`src/rtl/controller_pkg.sv`:
```
// Shared types and encodings for the RV32I multicycle control unit.
package controller_pkg;

  typedef enum logic [2:0] {
    S_RESET  = 3'd0,
    S_FETCH  = 3'd1,
    S_DECODE = 3'd2,
    S_EXEC   = 3'd3,
    S_MEM    = 3'd4,
    S_WB     = 3'd5,
    S_HALT   = 3'd6
  } ctrl_state_t;

  // RV32I major opcodes handled by this core
  localparam logic [6:0] OP_LOAD   = 7'b0000011;
  localparam logic [6:0] OP_STORE  = 7'b0100011;
  localparam logic [6:0] OP_R_TYPE = 7'b0110011;
  localparam logic [6:0] OP_I_TYPE = 7'b0010011;
  localparam logic [6:0] OP_U_TYPE = 7'b0110111;
  localparam logic [6:0] OP_BRANCH = 7'b1100011;

  // ALU operation select
  localparam logic [1:0] ALUOP_ADD    = 2'b00;
  localparam logic [1:0] ALUOP_BRANCH = 2'b01;
  localparam logic [1:0] ALUOP_FUNCT  = 2'b10;
  localparam logic [1:0] ALUOP_LUI    = 2'b11;

  // ALU B operand select
  localparam logic [1:0] SRCB_REG  = 2'b00;
  localparam logic [1:0] SRCB_FOUR = 2'b01;
  localparam logic [1:0] SRCB_IMM  = 2'b10;

  // Reason the core stopped
  localparam logic [1:0] HALT_NONE    = 2'b00;
  localparam logic [1:0] HALT_ILLEGAL = 2'b01;
  localparam logic [1:0] HALT_TIMEOUT = 2'b10;

  function automatic logic is_legal(input logic [6:0] op);
    return (op == OP_LOAD)   || (op == OP_STORE)  || (op == OP_R_TYPE) ||
           (op == OP_I_TYPE) || (op == OP_U_TYPE) || (op == OP_BRANCH);
  endfunction

endpackage

```
`src/rtl/retire_counter.sv`:
```
// Free-running retired-instruction counter; wraps silently at 2^W.
module retire_counter #(
  parameter int W = 32
) (
  input  logic         clk,
  input  logic         srst,
  input  logic         inc,
  output logic [W-1:0] count
);

  logic [W-1:0] count_reg;

  // Count one per retire strobe, clear on reset
  always_ff @(posedge clk) begin
    if (srst)
      count_reg <= '0;
    else if (inc)
      count_reg <= count_reg + 1'b1;
  end

  assign count = count_reg;

endmodule

```
`src/rtl/multicycle_controller.sv`:
```
// Multicycle RV32I control FSM: fetch/decode/execute/memory/write-back with
// memory handshake, sticky halt on illegal opcode or memory timeout, and an
// instruction-retired counter.
module multicycle_controller
  import controller_pkg::*;
#(
  parameter int CNT_W       = 32,
  parameter int MEM_TIMEOUT = 16
) (
  input  logic             clk,
  input  logic             reset,
  input  logic [6:0]       Opcode,
  input  logic             MemReady,
  output logic [1:0]       ALUOp,
  output logic             ALUSrcA,
  output logic [1:0]       ALUSrcB,
  output logic             IorD,
  output logic             MemRead,
  output logic             MemWrite,
  output logic             IRWrite,
  output logic             PCWrite,
  output logic             MemToReg,
  output logic             RegWrite,
  output logic             Branch,
  output logic             Halt,
  output logic [1:0]       HaltCause,
  output logic [2:0]       State,
  output logic [CNT_W-1:0] Instret
);

  // A zero timeout still needs a legal one-bit counter even though it is unused
  localparam int WAIT_W = (MEM_TIMEOUT > 0) ? $clog2(MEM_TIMEOUT + 1) : 1;

  ctrl_state_t       state_reg, state_next;
  logic [WAIT_W-1:0] wait_reg;
  logic [WAIT_W:0]   wait_inc;
  logic              halt_reg;
  logic [1:0]        cause_reg, cause_next;
  logic              retire;
  logic              timeout_hit;

  // Timeout fires on the wait cycle that would bring the counter to the limit;
  // a MemReady in that same cycle takes priority.
  assign wait_inc    = {1'b0, wait_reg} + 1'b1;
  assign timeout_hit = (MEM_TIMEOUT != 0) && !MemReady &&
                       (wait_inc == (WAIT_W + 1)'(MEM_TIMEOUT));

  // Next-state and control strobes; everything forced low while reset is high
  always_comb begin
    state_next = state_reg;
    cause_next = cause_reg;
    retire     = 1'b0;
    ALUOp      = ALUOP_ADD;
    ALUSrcA    = 1'b0;
    ALUSrcB    = SRCB_REG;
    IorD       = 1'b0;
    MemRead    = 1'b0;
    MemWrite   = 1'b0;
    IRWrite    = 1'b0;
    PCWrite    = 1'b0;
    MemToReg   = 1'b0;
    RegWrite   = 1'b0;
    Branch     = 1'b0;
    if (!reset) begin
      case (state_reg)
        S_RESET: state_next = S_FETCH;
        S_FETCH: begin
          MemRead = 1'b1;
          if (MemReady) begin
            IRWrite    = 1'b1;
            PCWrite    = 1'b1;
            ALUSrcB    = SRCB_FOUR;
            state_next = S_DECODE;
          end else if (timeout_hit) begin
            state_next = S_HALT;
            cause_next = HALT_TIMEOUT;
          end
        end
        S_DECODE: begin
          ALUSrcB = SRCB_IMM;
          if (is_legal(Opcode)) begin
            state_next = S_EXEC;
          end else begin
            state_next = S_HALT;
            cause_next = HALT_ILLEGAL;
          end
        end
        S_EXEC: begin
          case (Opcode)
            OP_LOAD, OP_STORE: begin
              ALUSrcA    = 1'b1;
              ALUSrcB    = SRCB_IMM;
              state_next = S_MEM;
            end
            OP_R_TYPE: begin
              ALUSrcA    = 1'b1;
              ALUOp      = ALUOP_FUNCT;
              state_next = S_WB;
            end
            OP_I_TYPE: begin
              ALUSrcA    = 1'b1;
              ALUSrcB    = SRCB_IMM;
              ALUOp      = ALUOP_FUNCT;
              state_next = S_WB;
            end
            OP_U_TYPE: begin
              ALUSrcB    = SRCB_IMM;
              ALUOp      = ALUOP_LUI;
              state_next = S_WB;
            end
            OP_BRANCH: begin
              ALUSrcA    = 1'b1;
              ALUOp      = ALUOP_BRANCH;
              Branch     = 1'b1;
              retire     = 1'b1;
              state_next = S_FETCH;
            end
            default: begin
              // IR is not expected to change after DECODE; treat it as illegal
              state_next = S_HALT;
              cause_next = HALT_ILLEGAL;
            end
          endcase
        end
        S_MEM: begin
          IorD = 1'b1;
          if (Opcode == OP_STORE)
            MemWrite = 1'b1;
          else
            MemRead = 1'b1;
          if (MemReady) begin
            if (Opcode == OP_STORE) begin
              retire     = 1'b1;
              state_next = S_FETCH;
            end else begin
              state_next = S_WB;
            end
          end else if (timeout_hit) begin
            state_next = S_HALT;
            cause_next = HALT_TIMEOUT;
          end
        end
        S_WB: begin
          RegWrite   = 1'b1;
          MemToReg   = (Opcode == OP_LOAD);
          retire     = 1'b1;
          state_next = S_FETCH;
        end
        S_HALT: state_next = S_HALT;
        default: state_next = S_RESET;
      endcase
    end
  end

  // State, halt status and memory wait counter
  always_ff @(posedge clk) begin
    if (reset) begin
      state_reg <= S_RESET;
      halt_reg  <= 1'b0;
      cause_reg <= HALT_NONE;
      wait_reg  <= '0;
    end else begin
      state_reg <= state_next;
      halt_reg  <= (state_next == S_HALT);
      cause_reg <= cause_next;
      if (state_next != state_reg)
        wait_reg <= '0;
      else if (((state_reg == S_FETCH) || (state_reg == S_MEM)) && !MemReady)
        wait_reg <= wait_inc[WAIT_W-1:0];
    end
  end

  retire_counter #(.W(CNT_W)) u_instret (
    .clk   (clk),
    .srst  (reset),
    .inc   (retire),
    .count (Instret)
  );

  assign State     = state_reg;
  assign Halt      = halt_reg;
  assign HaltCause = cause_reg;

endmodule

```
`config.mk`:
```
export PLATFORM = sky130hd
export DESIGN_NAME = multicycle_controller
export DESIGN_NICKNAME = d
export VERILOG_FILES = /design/src/rtl/controller_pkg.sv /design/src/rtl/retire_counter.sv /design/src/rtl/multicycle_controller.sv
export SDC_FILE = /design/constraint.sdc
export NUM_CORES = 1
export LEC_CHECK = 0
export BUFFER_PORTS_ARGS = -buffer_cell sky130_fd_sc_hd__buf_4
export CORE_UTILIZATION = 50
export CTS_BUF_LIST = sky130_fd_sc_hd__clkbuf_2
export DETAILED_ROUTE_END_ITERATION = 10
export GPL_TIMING_DRIVEN = 0
export PLACE_DENSITY = 0.78
export SLEW_MARGIN = 10
export SYNTH_ARGS = -nofsm -noshare
export SYNTH_HDL_FRONTEND = slang
export SYNTH_SLANG_ARGS = --single-unit
```
`constraint.sdc`:
```
create_clock -name clk -period 1.65 [get_ports clk]
set_input_delay 0.2475 -clock clk [delete_from_list [all_inputs] [get_ports clk]]
set_output_delay 0.2475 -clock clk [all_outputs]
set_load 0.005 [all_outputs]
```
==> metrics.md, run 1 <==
| Metric | Value |
|---|---|
| CP Capture Type | `flop` |
| FF-to-FF path depth | `5` |
| Antenna Nets Post-Route | `0` |
| Worst path cell trace | `and4bb_2 -> o211ai_1 -> a21o_2 -> or4_4 -> a21oi_1` |
| CTS tree | `done` |
| Post-route setup slack | `-226 ps` |
| Worst setup path endpoint | `u_instret.count[20]` |
| Routability cong. | `0.888` |
| Total power | `between 2000 and 2500 uW` |
| Synth cell types | `61` |
| Layout fillers | `about 340` |
| Area Overhead vs Synth | `47.8%` |
| Syn nets | `around 330` |
| WHS Path Cells | `3` |
| Leakage power | `between 0.001 and 0.0015 uW` |
| Die Span X | `74.8 um` |
| Max layer used | `met4` |
| Capturing point of the worst reg2reg path | `u_instret.count[20]` |
| Ys async rst share | `0` |
| Crit path DAT | `2240 ps` |
| DP Cell Count | `444` |
| Skew-Pair Late Insertion Delay | `420 ps` |
| FF-to-FF setup slack | `-230 ps` |
| First-pass GRT wire length | `between 10,000 and 15,000 um` |
| Vias in the first global route | `roughly 2.6k` |
| RSZ-0062 raised after global routing | `yes` |
| Max cap viols | `0` |
| Final setup fails | `55` |
| Root buf cell | `clkbuf_2` |
| Die area | `5590 um2` |
| WP depth | `5` |
| CTS Hold Bufs | `0` |
| Primary FF master, synth | `dfxtp_1` |
| Worst slew pin tran | `637 ps` |
| Post-Syn Area | `2650 um2` |
| Mapped Cells | `about 320` |
| Synth area leader | `dfxtp_1` |
| Top Family by Delay on Critical Path | `simple AND/OR/NAND/NOR gates` |
| FF+latch count, synth | `43` |
| Worst-path clk slew | `210 ps` |
| Final Hold Vio Count | `0` |
| Worst Path Buf+Inv | `0` |
| DR WL met3 | `457 um` |
| Non-filler cells, final | `about 480` |
| Ports | `just over 60` |
| Slowest stage delay, CP | `480 ps` |
| Max FFs per register | `32` |
| Syn Area/Cell | `8.32 um2` |
| Worst Path Required | `between 2000 and 2500 ps` |
| Power Dens Cells | `636 nW/um2` |
| Number of synthesized flops with an enable pin | `0` |
| CP max FO | `8` |
| 1st-pass router iterations | `5` |
| CTS max path bufs | `2` |
| WL/cell | `16.4 um` |
| Clk_skew | `~12 ps` |
| Part of the cycle the worst path needs | `1.14` |
| Slowest cell on the critical path | `or4_4` |
| CTS buffer count | `5` |
| N_diodes | `0` |
| Die Y | `between 70 and 80 um` |
| Vias per cell | `5.94` |
| Slew Viols, Final | `0` |
| F_max | `0.533 GHz` |
| Largest net degree at the start of global routing | `13` |
| Drt total wl | `7900 um` |
| Seq/Total Area, Yosys | `0.325` |
| # rows | `26` |
| Starting Density | `0.518` |
| Crit path kind | `flop to flop` |
| Synth top area cells | `dfxtp_1, xnor2_1, nor2_1` |
| Initial antenna violation count | `0` |
| Met2 WL | `3960 um` |
| Final HPWL from detailed placement | `4680 um` |
| Yosys warning count | `0` |
| Overflow left after global routing | `0` |
| DRT iter0 DRCs | `176` |
| H-tree depth | `2` |
| DR vias | `2,864` |
| DRT met1 WL | `3290 um` |
| GRT Util Overall | `0.279` |
| Status | `complete, but fails checks` |
| FF-to-FF Start | `State[1]` |
| Tightest Hold Check Type | `primary input to flop` |
| Worst setup startpoint | `State[1]` |
| Layout cell share with drive strength beyond 1 | `0.498` |
| Hold slack | `around 270 ps` |
| DR DRC count | `0` |
| Slew margin rel. | `0.571` |
| Top cell type's share of synthesized area | `0.325` |
| Failing checks | `setup timing` |
| Fin nets | `about 430` |
| Core ar. | `5110 um2` |
| Clock Sinks | `43` |
| Max IR drop VDD | `0.641 mV` |
| Clock period minus worst slack | `1880 ps` |
| Setup crit start kind | `flop` |
| Pre-CTS WS | `-350 ps` |
| Port bufs | `56` |
## worst min path at each step
stage,to,slack (ps),start
3_3_place_gp,u_instret.count[31],460,u_instret.count[31]
2_1_floorplan,HaltCause[0],460,HaltCause[0]
6_report,State[1],270,reset
4_1_cts,wait_reg[1],210,reset
5_1_grt,State[2],280,reset
3_5_place_dp,HaltCause[0],470,HaltCause[0]
## stage by stage
stage / TNS [ps] / area [um2] / util
after global placement: -6240 / 3230 / 0.633
after floorplan: -49.7 / 2720 / -
after detailed placement: -6990 / 3230 / 0.633
after global routing: -11430 / 3910 / 0.766
final: -7750 / 3910 / 0.766
after CTS: -5410 / 3730 / 0.730
## placed cells by master, fill, tap and decap left out, types with 9 or more instances in the layout
cell	instances
a21oi_1	13
buf_4	82
dfxtp_2	9
xnor2_1	19
dfxtp_1	19
nand3_1	14
buf_6	13
dfxtp_4	15
a211oi_2	9
nor2_1	28
nand2_1	17
## synth_stat cells, types with 4 or more instances
cell	n
xor2_1	4
nor4_1	6
dfxtp_1	43
xnor2_1	20
or4_1	6
inv_1	8
a2111oi_2	5
a21oi_1	20
nor2b_1	5
or3_1	6
nand2_1	22
nor3_1	8
clkbuf_1	6
nor2_1	30
nand3_1	16
nand2b_1	6
buf_2	10
a211oi_1	10
o21ai_0	9
o31ai_1	7
nand4_1	7
## metal layers
| layer | track usage | vias to the layer above |
|---|---|---|
| met3 | 0.0549 | 19 |
| met2 | 0.486 | 98 |
| met1 | 0.339 | 1387 |
| met4 | 0.103 | 0 |
| li1 | - | 1360 |
| met5 | 0 | - |
## cells by family after synthesis
group,share of synthesized area
XOR/XNOR,0.0794
AND/OR/NAND/NOR,0.303
flip-flops,0.325
buffers and inverters,0.0577
adder cells (fa/ha/maj),0.0142
multiplexers,0.0118
AO/OA/AOI/OAI,0.209
## cell type report
cell class | instances | area, um2 | area share
multi-input combinational | 245 | 1960 | 0.500
sequential | 43 | 928 | 0.237
timing repair buffer | 88 | 696 | 0.178
buffer | 21 | 153 | 0.0390
tap | 70 | 87.6 | 0.0224
clock buffer | 6 | 30.0 | 0.00768
clock inverter | 1 | 30.0 | 0.00768
inverter | 8 | 30.0 | 0.00768
## repair_timing
item | CTS | global route
gates cloned | 3 | 0
setup endpoints to repair | 56 | 55
setup buffers | 22 | 7
pin swaps | 40 | 16
gates resized for setup | 74 | 35
## report_power, final
group / switching [uW] / internal [uW] / total, uW
sequential: 55.7 / 1060 / 1110
clock: 356 / 255 / 611
combinational: 395 / 367 / 762
total: 807 / 1680 / 2490
## worst min-delay path, stage by stage
cell,delay (ps)
buf_6,140
o21bai_1,210
nor3_1,80
No activity file was read; power rests on OpenSTA's default activity.
==> run 2, diff against run 1 <==
Settings changed: SETUP_SLACK_MARGIN from default to 0.05.
==> metrics.md, run 2 (synthesized netlist as in run 1, its figures left out) <==
| Metric | Value |
|---|---|
| CP Capture Type | `flop` |
| Crit path kind | `flop to flop` |
| Slew Viols, Final | `0 (unchanged)` |
| Failing checks | `setup timing` |
| RSZ-0062 raised after global routing | `yes` |
| Clock Sinks | `43 (unchanged)` |
| Port bufs | `56 (unchanged)` |
| First-pass GRT wire length | `12,800 um (+6.6%)` |
| Core ar. | `5110 um2 (unchanged)` |
| Worst setup path endpoint | `u_instret.count[28]` |
| Skew-Pair Late Insertion Delay | `440 ps (+20 ps)` |
| H-tree depth | `2 (unchanged)` |
| Ports | `61 (unchanged)` |
| Part of the cycle the worst path needs | `1.20 (+0.0650)` |
| DR vias | `3,139 (+9.6%)` |
| Status | `complete, but fails checks` |
| Overflow left after global routing | `0 (unchanged)` |
| Vias per cell | `6.28 (+5.7%)` |
| Die Y | `74.8 um (unchanged)` |
| F_max | `0.504 GHz (-5.4%)` |
| FF-to-FF setup slack | `-330 ps (-110 ps)` |
| # rows | `26 (unchanged)` |
| DR DRC count | `0 (unchanged)` |
| Final Cell Area | `4130 um2 (+5.5%)` |
| Tightest Hold Check Type | `primary input to flop` |
| Initial antenna violation count | `0 (unchanged)` |
| CTS Hold Bufs | `0 (unchanged)` |
| Final setup fails | `56 (+1.8%)` |
| Routability cong. | `0.924 (+4.1%)` |
| Root buf cell | `clkbuf_2` |
| Max IR drop VDD | `0.590 mV (-8.0%)` |
| Layout fillers | `301 (-11%)` |
| Die Span X | `74.8 um (unchanged)` |
| WHS Path Cells | `3 (unchanged)` |
| Hold slack | `291 ps (+19.8 ps)` |
| Total power | `2720 uW (+9.5%)` |
| 1st-pass router iterations | `4 (-1)` |
| Worst slew pin tran | `660 ps (+23.3 ps)` |
| N_diodes | `0 (unchanged)` |
| Leakage power | `0.00153 uW (+7.0%)` |
| Layout cell share with drive strength beyond 1 | `0.526 (+0.0280)` |
| Crit path DAT | `2360 ps (+120 ps)` |
| Worst setup startpoint | `State[2]` |
| CTS tree | `done` |
| FF-to-FF path depth | `6 (+1)` |
| DRT iter0 DRCs | `233 (+32%)` |
| CTS max path bufs | `2 (unchanged)` |
| Commonest cells after routing, fill and taps aside | `buf_4, nor2_1, xnor2_1` |
| Most common cell after layout, fill and taps aside | `buf_4` |
| Placed cell area | `3240 um2 (+0.27%)` |
| Area Overhead vs Synth | `56.0%` |
| Antenna Nets Post-Route | `0 (unchanged)` |
| Capturing point of the worst reg2reg path | `u_instret.count[28]` |
| Starting Density | `0.518 (unchanged)` |
| Fin nets | `442 (+4.0%)` |
| Max cap viols | `0 (unchanged)` |
| CTS buffer count | `5 (unchanged)` |
| Clock period minus worst slack | `1980 ps (+107 ps)` |
| Worst-path clk slew | `230 ps (+20 ps)` |
| GRT Util Overall | `0.303 (+0.0247)` |
| Die area | `5590 um2 (unchanged)` |
| Setup TNS | `-10,660 ps (-2900 ps)` |
| FF-to-FF Start | `State[2]` |
| Slew margin rel. | `0.555 (-0.0157)` |
| Setup crit start kind | `flop` |
| Clk_skew | `27.1 ps (+14.8 ps)` |
| Post-Route Utilization | `0.808 (+0.0424)` |
| Vias in the first global route | `2,748 (+5.9%)` |
| Post-route setup slack | `-333 ps (-107 ps)` |
| Final Hold Vio Count | `0 (unchanged)` |
| WL/cell | `19.3 um (+18%)` |
| Worst Path Required | `2030 ps (+20 ps)` |
| Largest net degree at the start of global routing | `14 (+1)` |
| Power Dens Cells | `660 nW/um2 (+3.8%)` |
| Max FFs per register | `32 (unchanged)` |
| CP max FO | `7 (-1)` |
| Drt total wl | `9640 um (+22%)` |
| Final HPWL from detailed placement | `4770 um (+1.9%)` |
==> run 2: changes by cell type in the layout (fill, tap and decap cells not counted), moves of 2 or more <==
cell,previous run,this run
a2111oi_2,5,2
a2111oi_4,0,3
a211oi_1,2,4
a211oi_2,9,6
a21oi_1,13,15
a21oi_4,3,1
buf_4,82,95
buf_6,13,16
dfxtp_2,9,16
dfxtp_4,15,9
nor3_1,5,1
nor3_2,2,5
nor4_1,3,1
nor4_4,2,4
==> run 2: metrics by stage <==
stage,setup slack (ps),cells
floorplan,-8.44,318
global placement,-321,444
detailed placement,-288,444
CTS,-171,486
global route,-377,500
finish,-333,500
==> run 2: how the worst min path moves through the flow <==
stage,end,startpoint
CTS,State[1],reset
finish,wait_reg[4],reset
global route,wait_reg[4],reset
global placement,u_instret.count[31],u_instret.count[31]
detailed placement,HaltCause[0],HaltCause[0]
floorplan,HaltCause[0],HaltCause[0]
==> run 2: layer usage <==
| layer | vias up | wire length, um | track usage | part of all wire |
|---|---|---|---|---|
| met5 | - | 0 | 0 | 0 |
| met4 | 0 | 357 | 0.193 | 0.037 |
| met3 | 42 | 702 | 0.0683 | 0.073 |
| met2 | 196 | 4880 | 0.515 | 0.51 |
| met1 | 1508 | 3700 | 0.345 | 0.38 |
| li1 | 1393 | - | - | - |
==> run 2: power by group <==
part | switching [uW] | internal, uW | total (uW)
combinational | 605 | 542 | 1150
clock | 373 | 110 | 483
sequential | 30.2 | 1060 | 1090
==> run 2: worst max-delay path, cell delays in order, from the launching register on <==
cell and delay [ps]:
dfxtp_4 390, buf_6 130, and4b_1 260, o211ai_1 160, a21o_2 310, or4_1 500, a21oi_1 180
==> run 2: layout make-up <==
type	count	area, um2	area share
Sequential cell	43	915	0.222
Multi-Input combinational cell	245	2050	0.497
Clock inverter	2	11.3	0.00273
Timing Repair Buffer	104	830	0.201
Tap cell	70	87.6	0.0212
Inverter	8	33.8	0.00818
Clock buffer	6	30.0	0.00727
Buffer	22	171	0.0415
==> run 2: what timing repair did <==
action	CTS	global route
setup buffers	33	14
cloned	1	0
pin swaps	29	19
endpoints found under the setup margin	55	56
resized for setup	76	34
==> run 3, diff against run 2 <==
Settings changed: CORE_MARGIN from default to 2.
==> metrics.md, run 3 (synthesized netlist as in run 1, its figures left out) <==
| Metric | Value |
|---|---|
| Worst Path Buf+Inv | `2 (+1)` |
| Status | `complete, but fails checks` |
| Ports | `61 (unchanged)` |
| Hold endpoint | `wait_reg[0]` |
| First-pass GRT wire length | `12,500 um (-2.2%)` |
| WHS Path Cells | `3 (unchanged)` |
| Commonest cells after routing, fill and taps aside | `buf_4, nor2_1, xnor2_1` |
| Worst-path clk slew | `230 ps (about the same)` |
| Antenna Nets Post-Route | `0 (unchanged)` |
| Pint | `1860 uW (+8.3%)` |
| Die Span X | `76.8 um (+2.7%)` |
| FF-to-FF Start | `State[2]` |
| # rows | `26 (unchanged)` |
| CTS tree | `done` |
| Final Hold Vio Count | `0 (unchanged)` |
| Vias in the first global route | `2,662 (-3.1%)` |
| Final setup fails | `56 (unchanged)` |
| Met3 Use GR | `0.0541 (-0.0142)` |
| Hold slack | `214 ps (-77.4 ps)` |
| Worst Path Required | `1980 ps (-50 ps)` |
| Post-route setup slack | `-359 ps (-25.6 ps)` |
| Combinational power share | `0.393 (-0.028)` |
| Crit path DAT | `2340 ps (-20 ps)` |
| Capturing point of the worst reg2reg path | `u_instret.count[7]` |
| Multi-input gate area | `2160 um2 (+5.4%)` |
| Most common cell after layout, fill and taps aside | `buf_4` |
| Part of the cycle the worst path needs | `1.22 (+0.0155)` |
| Root buf cell | `clkbuf_2` |
| Crit path kind | `flop to flop` |
| Fin nets | `443 (+0.23%)` |
| F_max | `0.498 GHz (-1.3%)` |
| Skew-Pair Late Insertion Delay | `460 ps (+20 ps)` |
| CTS Hold Bufs | `0 (unchanged)` |
| Sequential share of power | `0.380 (-0.022)` |
| DR DRC count | `0 (unchanged)` |
| DR vias | `3,163 (+0.76%)` |
| WL/cell | `20.2 um (+4.8%)` |
| Psw | `1040 uW (+2.8%)` |
| GRT met2 Usage | `0.454 (-0.0610)` |
| Reg area | `931 um2 (+1.8%)` |
| Layout fillers | `270 (-10%)` |
| Gr busiest metal | `met2` |
| Worst slew pin tran | `720 ps (+59.9 ps)` |
| Failing checks | `setup timing` |
| Overflow left after global routing | `0 (unchanged)` |
| Max IR drop VDD | `0.659 mV (+12%)` |
| FF-to-FF path depth | `7 (+1)` |
| CP Capture Type | `flop` |
| Hold_sp | `reset` |
| Max FFs per register | `32 (unchanged)` |
| Global Route met1 Usage | `0.307 (-0.0379)` |
| Die area | `5890 um2 (+5.4%)` |
| Clock Power Share | `0.227 (+0.050)` |
| CTS max path bufs | `2 (unchanged)` |
| GRT Util Overall | `0.255 (-0.0481)` |
| Top Family by Delay on Critical Path | `buffers and inverters` |
| DRT iter0 DRCs | `291 (+25%)` |
| CP max FO | `10 (+3)` |
| Vias per cell | `6.31 (+0.56%)` |
| Layout cell share with drive strength beyond 1 | `0.571 (+0.0452)` |
| Routability cong. | `0.874 (-5.5%)` |
| Port bufs | `56 (unchanged)` |
| 1st-pass router iterations | `5 (+1)` |
| Drt total wl | `10,100 um (+5.0%)` |
| Power Dens Cells | `676 nW/um2 (+2.5%)` |
| CTS buffer count | `5 (unchanged)` |
| FF-to-FF setup slack | `-360 ps (-30 ps)` |
| Total power | `2890 uW (+6.2%)` |
| Area Overhead vs Synth | `61.7%` |
| Largest net degree at the start of global routing | `15 (+1)` |
| RSZ-0062 raised after global routing | `yes` |
| Post-Route Utilization | `0.838 (+0.0296)` |
| Slew Viols, Final | `0 (unchanged)` |
| Core ar. | `5110 um2 (unchanged)` |
| Switch share | `0.358 (-0.0121)` |
| Die Y | `76.8 um (+2.7%)` |
| Tightest Hold Check Type | `primary input to flop` |
| Setup crit start kind | `flop` |
| Slowest stage delay, CP | `410 ps (-90 ps)` |
| Clk_skew | `55.3 ps (+28.1 ps)` |
| Slowest cell on the critical path | `dfxtp_4` |
| N_diodes | `0 (unchanged)` |
| Starting Density | `0.518 (unchanged)` |
| Final HPWL from detailed placement | `4870 um (+2.2%)` |
| H-tree depth | `2 (unchanged)` |
| Clock period minus worst slack | `2010 ps (+25.6 ps)` |
| Slew margin rel. | `0.516 (-0.0397)` |
| Max cap viols | `0 (unchanged)` |
| Worst path cell trace | `buf_6 -> and4bb_2 -> o211ai_1 -> buf_4 -> a21oi_2 -> nand2_1 -> mux2_2` |
| Clock Sinks | `43 (unchanged)` |
| Initial antenna violation count | `0 (unchanged)` |
| Leakage power | `0.00157 uW (+2.8%)` |
run 3: cell type report:
cell class                 count  area share
clock buffer                   5     0.00585
sequential                    43       0.217
buffer                        22      0.0418
clock inverter                 3      0.0102
inverter                       8     0.00789
multi-input combinational    245       0.505
tap                           70      0.0205
timing repair buffer         105       0.191
run 3: repair_timing:
item	4_1_cts	5_1_grt
resized for setup	76	63
setup endpoints to repair	54	56
pin swaps	18	29
cloned	1	0
buffers inserted	24	25
run 3: power groups by stage:
stage / combinational, uW / clock [uW] / sequential [uW]
final: 1140 / 656 / 1100
after global routing: 1180 / 694 / 1100
after CTS: 783 / 643 / 1090
after detailed placement: 543 / 0 / 1130
after global placement: 537 / 0 / 1130
after floorplan: 379 / 0 / 1120
run 3: worst max path at each step:
stage | start | to | cells after the start
6_report | State[2] | u_instret.count[7] | 7
2_1_floorplan | reset | u_instret.count[20] | 6
3_3_place_gp | wait_reg[0] | wait_reg[0] | 6
3_5_place_dp | wait_reg[0] | wait_reg[0] | 6
5_1_grt | State[2] | u_instret.count[7] | 7
4_1_cts | u_instret.count[3] | u_instret.count[29] | 5
run 3: routing by layer:
layer	wire (um)	up-vias
met5	0	-
met2	5110	192
met4	502	0
li1	-	1401
met1	3860	1518
met3	655	52
run 3: per-stage QoR:
stage	cells	worst slack, ps	TNS [ps]	instance area, um2
global placement	444	-282	-5780	3240
finish	501	-359	-10950	4280
CTS	476	-199	-5380	3770
detailed placement	444	-349	-6740	3240
floorplan	318	-8.44	-50.6	2730
global route	501	-396	-14270	4280
run 3: worst min-delay path, cell delays in order:
cell,delay (ps)
buf_8,130
nor4_4,80
nor4_2,130
